==> src/rtl/rsa_xcel_mont_mont_mul_seq.sv <==
// Purpose: iterative Montgomery multiply sequencer; feeds p_nsteps x-bits per step transaction, then final subtract.
// Latency: 2*(32/p_nsteps)+1 cycles from input fire to ostream_val with an always-ready single-cycle step stage.
// Backpressure: holds ISSUE/WAIT/DONE on step/consumer stalls; optional perf_cycles under RSA_XCEL_MONT_SEQ_PERF_EN.
module rsa_xcel_mont_mont_mul_seq #(
    parameter int p_nsteps = 4
) (
    input  logic                clk,
    input  logic                reset,
    input  logic                istream_val,
    output logic                istream_rdy,
    input  logic [31:0]         x,
    input  logic [31:0]         y,
    input  logic [31:0]         n,
    output logic [p_nsteps-1:0] step_x_bits,
    output logic [31:0]         step_y,
    output logic [31:0]         step_n,
    output logic [32:0]         step_result_in,
    output logic                step_istream_val,
    input  logic                step_istream_rdy,
    input  logic [32:0]         step_result_out,
    input  logic                step_ostream_val,
    output logic                step_ostream_rdy,
    output logic [31:0]         result,
    output logic                ostream_val,
    input  logic                ostream_rdy
`ifdef RSA_XCEL_MONT_SEQ_PERF_EN
    ,
    output logic [15:0]         perf_cycles
`endif
);

    localparam int NITER = 32 / p_nsteps;
    localparam int CW    = $clog2(NITER) + 1;
    localparam logic [CW-1:0] LAST = CW'(NITER - 1);

    typedef enum logic [1:0] {
        S_IDLE,
        S_ISSUE,
        S_WAIT,
        S_DONE
    } state_t;

    state_t        state;
    logic [31:0]   x_sh;
    logic [31:0]   y_r;
    logic [31:0]   n_r;
    logic [32:0]   acc;
    logic [CW-1:0] cnt;
    logic [31:0]   result_r;

    // Accumulator is < 2n, so one conditional subtract fully reduces it;
    // the low 32 bits of the 33-bit difference are all that is kept.
    logic          final_ge;
    logic [31:0]   final_sub;
    logic          last_step;

    assign final_ge  = step_result_out >= {1'b0, n_r};
    assign final_sub = step_result_out[31:0] - n_r;
    assign last_step = (state == S_WAIT) && step_ostream_val && (cnt == LAST);

    always_ff @(posedge clk or negedge reset) begin
        if (!reset) begin
            state    <= S_IDLE;
            x_sh     <= '0;
            y_r      <= '0;
            n_r      <= '0;
            acc      <= '0;
            cnt      <= '0;
            result_r <= '0;
        end else begin
            case (state)
                S_IDLE: begin
                    if (istream_val) begin
                        x_sh  <= x;
                        y_r   <= y;
                        n_r   <= n;
                        acc   <= '0;
                        cnt   <= '0;
                        state <= S_ISSUE;
                    end
                end
                S_ISSUE: begin
                    if (step_istream_rdy) begin
                        x_sh  <= x_sh >> p_nsteps;
                        state <= S_WAIT;
                    end
                end
                S_WAIT: begin
                    if (step_ostream_val) begin
                        acc <= step_result_out;
                        cnt <= cnt + CW'(1);
                        if (cnt == LAST) begin
                            result_r <= final_ge ? final_sub : step_result_out[31:0];
                            state    <= S_DONE;
                        end else begin
                            state <= S_ISSUE;
                        end
                    end
                end
                S_DONE: begin
                    if (ostream_rdy) begin
                        state <= S_IDLE;
                    end
                end
                default: state <= S_IDLE;
            endcase
        end
    end

    assign istream_rdy      = (state == S_IDLE);
    assign step_istream_val = (state == S_ISSUE);
    assign step_ostream_rdy = (state == S_WAIT);
    assign ostream_val      = (state == S_DONE);
    assign step_x_bits      = x_sh[p_nsteps-1:0];
    assign step_y           = y_r;
    assign step_n           = n_r;
    assign step_result_in   = acc;
    assign result           = result_r;

`ifdef RSA_XCEL_MONT_SEQ_PERF_EN
    // Counts every busy (ISSUE/WAIT) cycle; the final WAIT cycle is the one that enters DONE.
    logic [15:0] perf_cnt;
    logic [15:0] perf_r;
    logic [15:0] perf_inc;

    assign perf_inc = (perf_cnt == 16'hFFFF) ? perf_cnt : perf_cnt + 16'd1;

    always_ff @(posedge clk or negedge reset) begin
        if (!reset) begin
            perf_cnt <= '0;
            perf_r   <= '0;
        end else if ((state == S_IDLE) && istream_val) begin
            perf_cnt <= '0;
        end else if ((state == S_ISSUE) || (state == S_WAIT)) begin
            perf_cnt <= perf_inc;
            if (last_step) begin
                perf_r <= perf_inc;
            end
        end
    end

    assign perf_cycles = perf_r;
`endif

endmodule
==> config.mk <==
export PLATFORM = sky130hd
export DESIGN_NAME = rsa_xcel_mont_mont_mul_seq
export DESIGN_NICKNAME = d
export VERILOG_FILES = /design/src/rtl/rsa_xcel_mont_mont_mul_seq.sv
export SDC_FILE = /design/constraint.sdc
export NUM_CORES = 1
export LEC_CHECK = 0
export CORE_UTILIZATION = 45
export CTS_CLUSTER_DIAMETER = 150
export DETAILED_ROUTE_END_ITERATION = 8
export PLACE_DENSITY = 0.77
export SKIP_LAST_GASP = 1
export SYNTH_ARGS = -nofsm -noshare
export SYNTH_HDL_FRONTEND = slang
export SYNTH_SLANG_ARGS = --single-unit
==> constraint.sdc <==
create_clock -name clk -period 3.7 [get_ports clk]
set_input_delay 0.37 -clock clk [delete_from_list [all_inputs] [get_ports clk]]
set_output_delay 0.37 -clock clk [all_outputs]
set_load 0.03 [all_outputs]
==> results of run 1 <==
kinds of logic after synthesis:
group,count (synthesis)
buffers and inverters,89
flip-flops,167
adder cells (fa/ha/maj),34
AND/OR/NAND/NOR,217
multiplexers,63
XOR/XNOR,27
AO/OA/AOI/OAI,257
cell usage after synthesis (4+ instances only):
| cell type | count | area (sq um) |
|---|---|---|
| dfrtp_1 | 167 | 4180 |
| nand2_1 | 108 | 405 |
| o21ai_0 | 80 | 400 |
| nor2_1 | 53 | 199 |
| a21oi_1 | 51 | 255 |
| inv_1 | 39 | 146 |
| a22o_1 | 36 | 315 |
| mux2_2 | 34 | 383 |
| ha_1 | 33 | 413 |
| clkbuf_1 | 31 | 116 |
| mux2i_1 | 29 | 290 |
| a21oi_2 | 24 | 210 |
| xnor2_1 | 18 | 158 |
| a21o_1 | 14 | 105 |
| nand3_1 | 12 | 60.1 |
| nor2b_1 | 12 | 75.1 |
| xor2_1 | 9 | 78.8 |
| o21ai_1 | 8 | 40.0 |
| o21a_1 | 7 | 52.6 |
| a31oi_1 | 6 | 37.5 |
| buf_2 | 6 | 30.0 |
| nor3_1 | 6 | 30.0 |
| and2_1 | 5 | 31.3 |
| buf_6 | 5 | 56.3 |
| buf_1 | 4 | 15.0 |
| buf_4 | 4 | 30.0 |
| nand2b_1 | 4 | 25.0 |
| o21bai_1 | 4 | 30.0 |
worst max-delay path, cell delays in order, from the launching register on:
cell and delay (ns):
dfrtp_1 0.35, inv_1 0.08, ha_1 0.36, nand3_1 0.12, o21bai_1 0.19, a21oi_1 0.21, o2111a_1 0.25, o21ai_2 0.09
nand3_2 0.11, a21boi_2 0.08, o21ai_2 0.93, o21ai_0 0.21, o21ai_1 0.16
layout make-up:
class,instances,share of cell area [%]
multi-input cells,598,33.3
clock buffers,19,3.66
clock inverters,13,1.20
diodes,1,0.0207
well taps,234,2.42
flip-flops and latches,167,34.6
repair buffers,288,23.6
inverters,39,1.21
timing repair:
action / CTS / global route
setup endpoints to repair: 0 / 0
hold buffers: 1 / 0
hold endpoints to repair: 66 / 0
final timing paths:
| kind | cells past startpoint | slack, ns | from | endpoint |
|---|---|---|---|---|
| max | 12 | 0.47 | step_n[3]$_DFFE_PN0P_ | result[22]$_DFFE_PN0P_ |
| min | 2 | 0.48 | x_sh[3]$_DFFE_PN0P_ | x_sh[3]$_DFFE_PN0P_ |
| max reg2reg | 12 | 0.47 | step_n[3]$_DFFE_PN0P_ | result[22]$_DFFE_PN0P_ |
| min reg2reg | 2 | 0.48 | x_sh[3]$_DFFE_PN0P_ | x_sh[3]$_DFFE_PN0P_ |
| max in group asynchronous | 3 | 2.27 | reset | x_sh[15]$_DFFE_PN0P_ |
| min in group asynchronous | 2 | 0.50 | reset | step_y[4]$_DFFE_PN0P_ |
metal layers:
layer  part of all wire [%]  vias up
met1                     44     3531
met4                    1.4        0
met5                      0        -
met2                     49      228
li1                       -     3501
met3                    6.1       26
cells in the final DEF, fill, tap and decap left out, types with 3 or more instances in the layout:
master             n
clkdlybuf4s50_1  270
dfrtp_1          167
nand2_1          108
o21ai_0           80
nor2_1            51
a21oi_1           50
inv_1             39
a22o_1            36
mux2_2            34
ha_1              33
mux2i_1           29
a21oi_2           24
xnor2_1           18
clkbuf_16         17
buf_4             15
a21o_1            14
nand3_1           12
nor2b_1           11
xor2_1             9
o21ai_1            8
o21a_1             7
a31oi_1            6
nor3_1             6
o21bai_1           4
nand2b_1           4
and2_1             4
inv_6              4
nand4_1            3
o211ai_1           3
clkinvlp_4         3
through the flow:
step / hold slack (ns) / power [uW] / setup WS, ns / utilization (%)
6_report: 0.482 / 10800 / 0.474 / 64.7
5_1_grt: 0.502 / 11500 / 0.137 / 64.6
4_1_cts: 0.479 / 10800 / 0.415 / 64.6
3_5_place_dp: 0.416 / 8990 / 0.0300 / 61.4
3_3_place_gp: 0.414 / 8890 / 0.0673 / 61.4
2_1_floorplan: 0.0744 / 6910 / 0.860 / -
sequential cells by signal, summed over array words and instances (netlist names):
register and cells:
cnt 4, step_y 32, result 32, step_n 32, x_sh 32, step_result_in 33
state 2
power groups by stage:
stage               clock (uW)  sequential (uW)  combinational, uW
CTS                       1840             2940               6060
finish                    1800             2930               6040
global placement             0             2930               5970
global route              1910             3030               6520
floorplan                    0             3990               2930
detailed placement           0             2960               6030
==> run metrics, run 1 <==
syn_nets 1023; fin crit share 87.2%; DP HPWL 17.2 mm; post-synthesis cell type count 61; router iterations before antenna repair 4; Antenna Nets Post-Route 0; Clk pwr share 16.7%; RSZ-0062 raised after global routing no; P_leak 0.00531 uW; Die W 140 um; Clock Latency Late Sink 0.43 ns; final instance area approximately 12000 sq um; IO buf count 271; nets@finish 1280; Filler Cell Count between 1500 and 2000; Max Cap Viol 0; skew final around 0.011 ns; adder-cell share of the synthesized area 5.05%; Initial Util 45.8%; first-pass GRT wire length 38.6 mm; final hold viol count 0; Final Critical Period about 3.2 ns; combinational share of power 56.1%; H-tree depth 4; register area share after synthesis between 40% and 50%; initial antenna violation count 1; Critical Path AT 3.58 ns; Placed Area 11500 sq um; TNS Setup 0 ns; final wirelength 23.8 mm; DR WL/cell ~17 um; Post-Synth XOR/XNOR Area 2.76%; Final setup viols 0; CTS sink count 167; simple-gate area share of the yosys netlist 11.1%; NetSw 4650 uW; Warnings, synthesis 0; Slew Limit Headroom about 18%; Max Freq about 0.31 GHz; placed cell count between 1000 and 1500; gr busiest metal met2; GRT Util Overall between 20% and 30%; routing usage on met3 under 10%; Startpoint Class register; Non-Filler Instances 1359; cell area after synthesis ~8600 sq um; Synth Register Bits 167; PwrDens 890 nW/um^2; synth-to-layout area growth 41.0%; largest net degree at the start of global routing 84; Final Max Tran Viols 0; Post-CTS Setup Bufs 0; DRC violations left 0; CTS Buffer Depth 2; Worst Tran Pin Value approximately 1.2 ns; Switching Share 43.2%; FF/Latch Area 4180 sq um; Peak VDD IR 0.428 mV; number of enable flip-flop cells after synthesis 0; Crit. End Element register; clock root cell clkbuf_16; Die H roughly 140 um; ratio of cells with drive above 1 in the final layout 11.0%; vias approximately 7300; worst-path maximum fanout 27; Critical Path RT 4.05 ns; number of cell rows 50; status finished, final reports clean; ys flop type dfrtp_1; # IOs 272; GR Util met1 a little under a third; gr ovfl total 0; Die Footprint 19600 sq um; CTS buffer count 17; vias in the first global route between 7000 and 8000; design internal power 6110 uW; post-cts gate resize count 0; M2 GR Usage 42.3%; GP Congestion 0.856; crit path kind register to register; Placeable Area 18700 sq um; Vias per Instance 5.36; Synth async-reset ratio between 90% and 100%; Synth Instances roughly 850; Flop pwr share 27.2%; portion of netlist area occupied by mux cells under 10%; area of the multi-input gates 4030 sq um; Reg clk slew, reported paths 0.06 ns; Avg Cell Area, Syn 10.0 sq um; Hold Crit Class register to register; initial DRC count 363; largest family of logic cells by synthesized area compound AO/OA/AOI/OAI gates; post-synthesis compound-gate area fraction 19.9%; CTS tree done
No activity file was read; power rests on OpenSTA's default activity.
==> inputs of run 2 (changes only) <==
--- a/config.mk
+++ b/config.mk
@@ -5,10 +5,10 @@
 export SDC_FILE = /design/constraint.sdc
 export NUM_CORES = 1
 export LEC_CHECK = 0
-export CORE_UTILIZATION = 45
+export CORE_UTILIZATION = 47
 export CTS_CLUSTER_DIAMETER = 150
 export DETAILED_ROUTE_END_ITERATION = 8
-export PLACE_DENSITY = 0.77
+export PLACE_DENSITY = 0.8
 export SKIP_LAST_GASP = 1
 export SYNTH_ARGS = -nofsm -noshare
 export SYNTH_HDL_FRONTEND = slang
==> run metrics, run 2 (synthesis gave the netlist of run 1 again) <==
status finished with violations; violated checks negative hold slack; total power ~11000 uW; GP Congestion 0.897; commonest non-fill, non-tap cell in the layout clkdlybuf4s50_1; Max Freq 0.333 GHz; Critical Path RT 4.01 ns; number of cell rows 49; max FFs per register 33; CTS Buffer Depth 2; nets@finish 1278; Crit. End Element register; skew final 0.00891 ns; synth-to-layout area growth 41.4%; final wirelength 24.1 mm; initial antenna violation count 0; crit path kind primary input to register; gr ovfl total 0; first-pass GRT wire length about 38 mm; IO buf count 271; # IOs 272; PwrDens 903 nW/um^2; CTS buffer count 17; Post-CTS Setup Bufs 0; Vias per Instance 5.38; Die Footprint 18800 sq um; DR WL/cell 17.9 um; vias in the first global route about 7300; final hold viol count 9; Reg clk slew, reported paths 0.06 ns; router iterations before antenna repair 5; largest net degree at the start of global routing 80; Die H 137 um; Critical Path AT 3.31 ns; initial DRC count 340; Hold Crit Class primary input to async pin; worst-path maximum fanout 14; DRC violations left 0; ratio of cells with drive above 1 in the final layout 10.9%; Initial Util 47.9%; Antenna Nets Post-Route 0; CTS tree done; RSZ-0062 raised after global routing no; most frequent cells in the layout clkdlybuf4s50_1 (270), dfrtp_1 (167), nand2_1 (108), o21ai_0 (80), nor2_1 (51); Worst Tran Pin Value 0.936 ns; Max Cap Viol 0; Peak VDD IR approximately 0.6 mV; Final setup viols 0; Filler Cell Count about 1400; DP HPWL 17.4 mm; Placeable Area ~18000 sq um; Clock Latency Late Sink about 0.43 ns; GRT Util Overall 26.5%; vias between 7000 and 8000; Startpoint Class primary input; TNS Setup 0 ns; Final Critical Period 3.00 ns; Die W 137 um; clock root cell clkbuf_16; post-cts gate resize count 0; CTS sink count roughly 170; H-tree depth 4; Slew Limit Headroom 37.4%; P_leak 0.00533 uW; hold_buf cts 0; Ant. Diodes 0; fin crit share 81.1%; Final Max Tran Viols 0; Hold WS -0.00592 ns
-- run 2: path summary, 6_finish.rpt --
path	startpoint	endpoint	slack, ns	cells after the start
min reg2reg	x_sh[1]$_DFFE_PN0P_	x_sh[1]$_DFFE_PN0P_	0.48	2
max reg2reg	step_n[14]$_DFFE_PN0P_	result[11]$_DFFE_PN0P_	0.70	13
min	reset	step_y[1]$_DFFE_PN0P_	-0.006	1
min in group clk	x_sh[1]$_DFFE_PN0P_	x_sh[1]$_DFFE_PN0P_	0.48	2
max	step_result_out[14]	result[11]$_DFFE_PN0P_	0.70	13
max in group asynchronous	reset	step_result_in[25]$_DFFE_PN0P_	2.77	2
-- run 2: area by class of cell --
type                            count  area [sq um]  area share [%]
Clock buffer                       19           443            3.65
Clock inverter                     12           201            1.66
Inverter                           39           146            1.21
Multi-Input combinational cell    598          4030            33.3
Sequential cell                   167          4180            34.5
Tap cell                          229           287            2.36
Timing Repair Buffer              286          2840            23.4
-- run 2: per-stage QoR --
| step | worst slack (ns) | cells | area (sq um) | utilization [%] | hold WS [ns] |
|---|---|---|---|---|---|
| finish | 0.698 | 1350 | 12100 | 67.8 | -0.00592 |
| global route | 0.460 | 1350 | 12100 | 67.8 | 0.0601 |
| CTS | 0.706 | 1350 | 12100 | 67.8 | 0.0263 |
| detailed placement | 0.272 | 1319 | 11500 | 64.2 | 0.471 |
| global placement | 0.299 | 1319 | 11500 | 64.2 | 0.461 |
| floorplan | 0.860 | 854 | 8580 | - | 0.0744 |
-- run 2: where the power goes --
group	switching [uW]	internal (uW)	leakage (uW)
clock	739	1210	0.000309
sequential	396	2550	0.00214
combinational	3510	2550	0.00288
-- run 2: per-layer routing --
layer | GRT usage (%) | routed length (um) | vias up
met2 | 45.1 | 11900 | 234
met1 | 32.3 | 9860 | 3482
li1 | - | - | 3505
met3 | 7.33 | 1900 | 39
met4 | 9.10 | 453 | 0
met5 | 0 | 0 | -
-- run 2: critical path, stage by stage --
cell and delay, ns:
clkdlybuf4s50_1 0.45, ha_1 0.38, a21o_1 0.23, or3_1 0.32, o32ai_2 0.26, nand2_1 0.11, o21ai_2 0.19, nand3_2 0.13
a21boi_2 0.22, o21ai_2 0.25, buf_4 0.26, nand2_1 0.08, a21oi_2 0.05
==> inputs of run 3 (changes only) <==
--- a/config.mk
+++ b/config.mk
@@ -5,10 +5,10 @@
 export SDC_FILE = /design/constraint.sdc
 export NUM_CORES = 1
 export LEC_CHECK = 0
-export CORE_UTILIZATION = 47
+export CORE_UTILIZATION = 43
 export CTS_CLUSTER_DIAMETER = 150
 export DETAILED_ROUTE_END_ITERATION = 8
-export PLACE_DENSITY = 0.8
+export PLACE_DENSITY = 0.77
 export SKIP_LAST_GASP = 1
 export SYNTH_ARGS = -nofsm -noshare
 export SYNTH_HDL_FRONTEND = slang
==> constraint.sdc (replaced) <==
create_clock -name clk -period 2.7 [get_ports clk]
set_input_delay 0.27 -clock clk [delete_from_list [all_inputs] [get_ports clk]]
set_output_delay 0.27 -clock clk [all_outputs]
set_load 0.03 [all_outputs]
==> run metrics, run 3 (synthesis gave the netlist of run 1 again) <==
status finished with violations; violated checks negative setup slack; Hold WS 0.387 ns; ratio of cells with drive above 1 in the final layout around 21%; Final setup viols 7; TNS Setup -0.0719 ns; Vias per Instance 5.29; Critical Path RT 3.00 ns; vias 7885; first-pass GRT wire length 41.3 mm; Startpoint Class register; Crit. End Element register; Die Footprint 20500 sq um; CTS buffer count 17; fin crit share 101%; Clock Latency Late Sink 0.43 ns; highest metal used met4; Die W approximately 140 um; Reg clk slew, reported paths 0.07 ns; met3 wire length 2.19 mm; final hold viol count 0; IO buf count 271; Worst Hold Launch n[1]; GRT Util Overall around a quarter; Placeable Area around 20000 sq um; router iterations before antenna repair 5; Slew Limit Headroom between 40% and 50%; commonest non-fill, non-tap cell in the layout clkdlybuf4s50_1; # IOs between 200 and 300; CTS sink count 167; CP top delay family compound AO/OA/AOI/OAI gates; Crit Reg-Reg Startpoint step_n[14]$_DFFE_PN0P_; critical path's slowest cell dfrtp_2; largest net degree at the start of global routing between 60 and 70; crit-path cells inv_2, ha_4, a21o_1, or3_4, o32ai_4, nand2_2, o21ai_4, nand2_2, o21ai_4, buf_12, buf_12, nor2_1, a21oi_2, a21oi_2; crit path from step_n[14]$_DFFE_PN0P_; WL met1 11.0 mm; Die H between 100 and 150 um; Filler Cell Count 1505; Final Critical Period 2.72 ns; initial antenna violation count 0; final wirelength about 27 mm; crit-path max cell delay just over 0.4 ns; total power 16400 uW; P_leak 0.00588 uW; synth-to-layout area growth 55.0%; Initial Util about 44%; pre-CTS WS -0.513 ns; vias in the first global route 8027; most frequent cells in the layout clkdlybuf4s50_1 (270), dfrtp_1 (163), buf_4 (107), nand2_1 (106), o21ai_0 (74); clock root cell clkbuf_16; Critical Path AT slightly above 3 ns; nets@finish 1382; final worst slack -0.0241 ns; Worst Tran Pin Value 0.783 ns; CTS Buffer Depth 2; gr ovfl total 0; Ant. Diodes 0; GP Congestion about 0.94; final instance area 13300 sq um; WP buf/inv 3; CTS tree done; number of cell rows 51; met2 routed WL 12.9 mm; skew final 0.0103 ns; DP HPWL 19.3 mm; initial DRC count 442; H-tree depth 4; Final Max Tran Viols 0; DR WL/cell 17.9 um; Max Freq 0.367 GHz; Antenna Nets Post-Route 0; Max Cap Viol 0; RSZ-0062 raised after global routing yes; PwrDens 1230 nW/um^2; Hold Crit Class primary input to register; Peak VDD IR 0.671 mV; max FFs per register 33; DRC violations left 0; crit path kind register to register; worst-path maximum fanout 15; Placed Area 12300 sq um
==> run 3: changes by cell type in the layout (fill, tap and decap cells not counted), moves of 4 or more <==
cell | before | now
ha_1 | 33 | 28
a21oi_1 | 50 | 44
o21ai_0 | 80 | 74
dfrtp_1 | 167 | 163
buf_4 | 14 | 107
dfrtp_2 | 0 | 4
inv_1 | 39 | 35
ha_4 | 0 | 5
inv_2 | 0 | 4
buf_12 | 1 | 9
a21oi_2 | 24 | 30
==> run 3: final timing paths <==
| path | cells past startpoint | slack (ns) | end |
|---|---|---|---|
| min in group asynchronous | 2 | 0.41 | step_y[5]$_DFFE_PN0P_ |
| min reg2reg | 2 | 0.48 | x_sh[7]$_DFFE_PN0P_ |
| min | 3 | 0.39 | step_n[1]$_DFFE_PN0P_ |
| max in group asynchronous | 3 | 1.38 | step_y[19]$_DFFE_PN0P_ |
| max | 14 | -0.02 | result[16]$_DFFE_PN0P_ |
| max reg2reg | 14 | -0.02 | result[16]$_DFFE_PN0P_ |
==> run 3: layout make-up <==
class / instances / area, sq um / area share (%)
clock inverters: 12 / 165 / 1.24
well taps: 265 / 332 / 2.50
inverters: 39 / 146 / 1.10
flip-flops and latches: 167 / 4180 / 31.5
repair buffers: 390 / 3740 / 28.2
multi-input cells: 598 / 4260 / 32.1
clock buffers: 20 / 457 / 3.44
==> run 3: metrics by stage <==
stage / util, % / instances
finish: 68.1 / 1491
global route: 68.1 / 1491
CTS: 66.8 / 1486
detailed placement: 63.2 / 1450
global placement: 63.2 / 1450
floorplan: - / 854
==> run 3: timing repair <==
action                                  CTS  global route
endpoints found under the hold margin    64             0
gates resized for setup                  19            30
hold buffers                              1             0
gates cloned                              0             1
buffers inserted                          3             4
pin swaps                                12            29
endpoints found under the setup margin   32            32
==> run 3: power by group <==
group	switching (uW)	internal (uW)	leakage, uW
sequential	566	3490	0.00214
clock	1060	1520	0.000305
combinational	5290	4460	0.00344
==> run 3: tightest hold or removal path, stage by stage <==
cell,delay (ns)
clkdlybuf4s50_1,0.39
nand2_1,0.05
o21ai_0,0.06
==> run 3: routing by layer <==
metal	global-route usage, %	vias to the layer above
met5	0	-
met4	9.80	0
met3	8.15	42
met2	44.2	287
met1	31.1	3840
li1	-	3716
